File: src/rtl/sram_arbiter.sv
// rtl/sram_arbiter.sv - two-port round-robin arbiter in front of an SRAM controller
// Every output is registered; the combinational process computes next values only.
module sram_arbiter #(
   parameter int TIMEOUT_CYC = 31
) (
   input  logic        clk,
   input  logic        rst,
   input  logic        p0_req,
   input  logic        p1_req,
   input  logic        p0_we,
   input  logic        p1_we,
   input  logic [31:0] p0_addr,
   input  logic [31:0] p1_addr,
   input  logic [31:0] p0_wdata,
   input  logic [31:0] p1_wdata,
   output logic        p0_gnt,
   output logic        p1_gnt,
   output logic        p0_done,
   output logic        p1_done,
   output logic        err,
   output logic [63:0] rdata,
   output logic        m_rd_en,
   output logic        m_wr_en,
   output logic [31:0] m_address,
   output logic [31:0] m_write_data,
   input  logic [63:0] m_read_data,
   input  logic        m_ready
);

   localparam int CW = $clog2(TIMEOUT_CYC + 1);

   typedef enum logic [1:0] {IDLE, BUSY, RESP} state_t;

   state_t        r_state, w_state;
   logic          r_ptr, w_ptr;
   logic          r_win, w_win;
   logic          r_we, w_we;
   logic [CW-1:0] r_cnt, w_cnt;
   logic          r_p0_gnt, w_p0_gnt, r_p1_gnt, w_p1_gnt;
   logic          r_p0_done, w_p0_done, r_p1_done, w_p1_done;
   logic          r_err, w_err;
   logic [63:0]   r_rdata, w_rdata;
   logic          r_rd_en, w_rd_en, r_wr_en, w_wr_en;
   logic [31:0]   r_addr, w_addr, r_wdata, w_wdata;
   logic          w_sel;
   logic [CW-1:0] w_cnt_inc;

   // The pointer only matters when both ports contend.
   assign w_sel     = (p0_req & p1_req) ? r_ptr : p1_req;
   assign w_cnt_inc = r_cnt + CW'(1);

   always_comb begin
      w_state   = r_state;
      w_ptr     = r_ptr;
      w_win     = r_win;
      w_we      = r_we;
      w_cnt     = r_cnt;
      w_p0_gnt  = 1'b0;
      w_p1_gnt  = 1'b0;
      w_p0_done = 1'b0;
      w_p1_done = 1'b0;
      w_err     = 1'b0;
      w_rdata   = r_rdata;
      w_rd_en   = r_rd_en;
      w_wr_en   = r_wr_en;
      w_addr    = r_addr;
      w_wdata   = r_wdata;
      case (r_state)
         IDLE: begin
            if (p0_req | p1_req) begin
               w_win    = w_sel;
               w_we     = w_sel ? p1_we : p0_we;
               w_addr   = w_sel ? p1_addr : p0_addr;
               w_wdata  = w_sel ? p1_wdata : p0_wdata;
               w_rd_en  = ~w_we;
               w_wr_en  = w_we;
               w_cnt    = '0;
               w_p0_gnt = ~w_sel;
               w_p1_gnt = w_sel;
               w_state  = BUSY;
            end
         end
         BUSY: begin
            // A ready in the final allowed cycle still beats the timeout.
            if (m_ready || (w_cnt_inc == CW'(TIMEOUT_CYC))) begin
               if (m_ready && !r_we) begin
                  w_rdata = m_read_data;
               end
               w_err     = ~m_ready;
               w_rd_en   = 1'b0;
               w_wr_en   = 1'b0;
               w_p0_done = ~r_win;
               w_p1_done = r_win;
               w_ptr     = ~r_win;
               w_state   = RESP;
            end
            w_cnt = w_cnt_inc;
         end
         RESP: begin
            w_state = IDLE;
         end
         default: begin
            w_state = IDLE;
         end
      endcase
   end

   always_ff @(posedge clk) begin
      if (!rst) begin
         r_state   <= IDLE;
         r_ptr     <= 1'b0;
         r_win     <= 1'b0;
         r_we      <= 1'b0;
         r_cnt     <= '0;
         r_p0_gnt  <= 1'b0;
         r_p1_gnt  <= 1'b0;
         r_p0_done <= 1'b0;
         r_p1_done <= 1'b0;
         r_err     <= 1'b0;
         r_rdata   <= '0;
         r_rd_en   <= 1'b0;
         r_wr_en   <= 1'b0;
         r_addr    <= '0;
         r_wdata   <= '0;
      end else begin
         r_state   <= w_state;
         r_ptr     <= w_ptr;
         r_win     <= w_win;
         r_we      <= w_we;
         r_cnt     <= w_cnt;
         r_p0_gnt  <= w_p0_gnt;
         r_p1_gnt  <= w_p1_gnt;
         r_p0_done <= w_p0_done;
         r_p1_done <= w_p1_done;
         r_err     <= w_err;
         r_rdata   <= w_rdata;
         r_rd_en   <= w_rd_en;
         r_wr_en   <= w_wr_en;
         r_addr    <= w_addr;
         r_wdata   <= w_wdata;
      end
   end

   assign p0_gnt       = r_p0_gnt;
   assign p1_gnt       = r_p1_gnt;
   assign p0_done      = r_p0_done;
   assign p1_done      = r_p1_done;
   assign err          = r_err;
   assign rdata        = r_rdata;
   assign m_rd_en      = r_rd_en;
   assign m_wr_en      = r_wr_en;
   assign m_address    = r_addr;
   assign m_write_data = r_wdata;

endmodule

File: config.mk
export PLATFORM = sky130hd
export DESIGN_NAME = sram_arbiter
export DESIGN_NICKNAME = d
export VERILOG_FILES = /design/src/rtl/sram_arbiter.sv
export SDC_FILE = /design/constraint.sdc
export NUM_CORES = 1
export LEC_CHECK = 0
export BUFFER_PORTS_ARGS = -buffer_cell sky130_fd_sc_hd__buf_2
export CAP_MARGIN = 10
export CELL_PAD_IN_SITES_DETAIL_PLACEMENT = 0
export CELL_PAD_IN_SITES_GLOBAL_PLACEMENT = 1
export CORE_UTILIZATION = 32
export DETAILED_ROUTE_END_ITERATION = 12
export HOLD_SLACK_MARGIN = 0.05
export PLACE_DENSITY = 0.94
export SLEW_MARGIN = 20
export SYNTH_ARGS = -nofsm -noshare
export SYNTH_HDL_FRONTEND = slang
export SYNTH_SLANG_ARGS = --single-unit
File: constraint.sdc
create_clock -name clk -period 4.1 [get_ports clk]
set_clock_uncertainty 0.2 [all_clocks]
set_input_delay 0.82 -clock clk [delete_from_list [all_inputs] [get_ports clk]]
set_output_delay 0.82 -clock clk [all_outputs]
set_load 0.01 [all_outputs]
==> impl_metrics.json <==
{
  "grt_overflow": 0,
  "synthXorXnorAreaFrac_pct": 0.156,
  "setup.worst_path.class": "reg -> reg",
  "ant_nets": 0,
  "holdWs_ps": 243,
  "whs_path_depth": 2,
  "synth-simple-area-share_pct": 16.8,
  "holdBufCountCts": 0,
  "synth_mux_area_share_pct": 11.6,
  "drt-total-wl_mm": 16.9,
  "ys_ff_latch": 145,
  "synth_ff_type": "dfxtp_1",
  "synthCells": 644,
  "min_period_ps": 2510,
  "fin_util_pct": 46.3,
  "dp_slack_ps": 1330,
  "fmax_mhz": 399,
  "core.rowCount": 48,
  "slew_viol_final": 0,
  "relSlewSlack_pct": 40.8,
  "cp-start-kind": "flip-flop",
  "synth_adder_area_share_pct": 0.444,
  "finalSetupTns_ps": 0,
  "power_mw": 3.72,
  "clk_path_buf_depth": 2,
  "period_share_pct": 61.1,
  "avgSynthCellArea_sq_um": 8.74,
  "grt_pass1_vias": 5158,
  "synth_compound_area_share_pct": 14.0,
  "start_util_pct": 32.7,
  "maxCapViolCount": 0,
  "io_pins": 334,
  "ctsResizeCount": 0,
  "grt_pass1_wl_mm": 25.8,
  "rsz0062_at_grt": "no",
  "yosysSeqAreaShare_pct": 51.6,
  "leakagePower_nw": 4.00,
  "layout_common_cells": "buf_2 (333), nand2_1 (196), dfxtp_1 (145), a21oi_1 (72), mux2i_1 (65)",
  "outcome": "finished, final reports clean",
  "ir_drop_uv": 258,
  "worstHoldPathType": "reg -> reg",
  "finalWorstSetupSlack_ps": 1590,
  "crit_arrival_ps": 2560,
  "vias": 5581,
  "clock_sinks": 145,
  "core_area_sq_um": 17200,
  "drc": 0,
  "wl_per_cell_um": 14.0,
  "cp.required_ps": 4160,
  "synth_top_family_by_area": "simple AND/OR/NAND/NOR gates",
  "cp-end-kind": "flip-flop",
  "cts_buffers": 17,
  "finalNetCount": 1164,
  "syn-cell-area_sq_um": 5630,
  "antenna_found_initial": 2,
  "drt_iter0_markers": 170,
  "async_reset_ff_share_pct": 0,
  "finalHoldViolations": 0,
  "areaGrowthSynthToFinish_pct": 41.8,
  "die_area_sq_um": 18100,
  "synth_edf_count": 0,
  "place.gp.congestion": 0.780,
  "tightest_slew_ps": 885,
  "track_usage_pct": 18.2,
  "cts_tree": "built",
  "ctsHtreeMaxLevel": 4,
  "ctsRootBufferMaster": "clkbuf_16",
  "mostFrequentLayoutCell": "buf_2",
  "drive_gt1_share_pct": 39.0,
  "yosys_warnings": 0,
  "synth.distinct_cells": 40,
  "dr.pass1.iters": 4,
  "synth_fp_nets": 845,
  "port_buffers": 333,
  "r2r.worst_path.cells": 5,
  "worstPathMaxFanout": 37,
  "via_per_inst": 4.64,
  "clock_latency_ps": 410,
  "place_hpwl_mm": 12.5,
  "post_cts_buffers": 0,
  "power_density_nw_per_um2": 466,
  "die_w_um": 135,
  "die_height_um": 135,
  "grt_max_degree": 72,
  "final-setup-viol-count": 0,
  "clkTransAtPathRegs_ps": 60
}
## cells by family (layout without fill, tap and decap cells)
| family | Yosys count | count (layout) |
|---|---|---|
| other | 0 | 1 |
| DFF | 145 | 145 |
| adders and majority gates | 2 | 2 |
| xor gates and xnor gates | 1 | 1 |
| muxes | 65 | 65 |
| buffers and inverters | 48 | 380 |
| AOI/OAI and AO/OA | 151 | 151 |
| and+or+nand+nor | 232 | 232 |
## final timing paths
check | startpoint | end | slack [ps]
hold / removal | m_address[30]$_SDFFE_PN0P_ | m_address[30]$_SDFFE_PN0P_ | 240
setup reg to reg | r_state[0]$_SDFFE_PN0P_ | rdata[35]$_SDFFE_PN0P_ | 1590
setup / recovery | r_state[0]$_SDFFE_PN0P_ | rdata[35]$_SDFFE_PN0P_ | 1590
hold reg to reg | m_address[30]$_SDFFE_PN0P_ | m_address[30]$_SDFFE_PN0P_ | 240
## sequential cells by signal, indices dropped and copies added (netlist names)
register and flops:
r_win 1, p0_gnt 1, p0_done 1, r_state 2
p1_gnt 1, m_write_data 32, m_rd_en 1, m_address 32
r_cnt 5, err 1, p1_done 1, r_ptr 1
m_wr_en 1, rdata 64, r_we 1
## Yosys cell counts, types with 2 or more instances
cell | n | share of area, %
buf_2 | 10 | 0.89
nor4_1 | 2 | 0.22
nand4_1 | 2 | 0.22
inv_1 | 3 | 0.20
mux2i_1 | 65 | 12
dfxtp_1 | 145 | 52
o211ai_1 | 2 | 0.27
o21ai_0 | 39 | 3.5
or3_1 | 2 | 0.22
buf_6 | 15 | 3.0
and2_1 | 2 | 0.22
nand2_1 | 196 | 13
buf_4 | 2 | 0.27
nor2_1 | 11 | 0.73
nor3_1 | 4 | 0.36
a21oi_1 | 72 | 6.4
o21ai_1 | 30 | 2.7
ha_1 | 2 | 0.44
clkbuf_1 | 16 | 1.1
nand3_1 | 3 | 0.27
and3_1 | 2 | 0.22
## power breakdown
part | switching (mW) | total (mW) | internal [mW]
Clock | 0.613 | 1.58 | 0.962
Sequential | 0.0596 | 1.58 | 1.52
Combinational | 0.315 | 0.563 | 0.248
Total | 0.988 | 3.72 | 2.73
## routing by layer
layer | global-route usage [%] | part of all wire [%] | vias up
met4 | 5.81 | 1.4 | 2
met3 | 6.68 | 9.0 | 14
li1 | - | - | 2809
met2 | 32.0 | 50 | 246
met5 | 0 | 0.059 | -
met1 | 20.4 | 39 | 2510
## worst max-delay path: stages, from the launching register on
cell and delay (ps):
dfxtp_1 450, nand2b_1 300, or3_2 850, buf_4 370, nand2_1 100, a21oi_1 60
## layout make-up
cell class              count  area [sq um]
diodes                      1          2.50
clock buffers              20           437
clock inverters            12           158
fillers                  1717          9250
inverters                   4          15.0
multi-input cells         451          2420
flip-flops and latches    145          2900
well taps                 225           282
repair buffers            344          1760
## per-stage QoR
| step | std cells | area (sq um) |
|---|---|---|
| 2_1_floorplan | 644 | 5630 |
| 3_3_place_gp | 1169 | 7390 |
| 3_5_place_dp | 1169 | 7390 |
| 4_1_cts | 1201 | 7980 |
| 5_1_grt | 1202 | 7980 |
| 6_report | 1202 | 7980 |
Note: power is estimated with default switching activity, not from simulation.
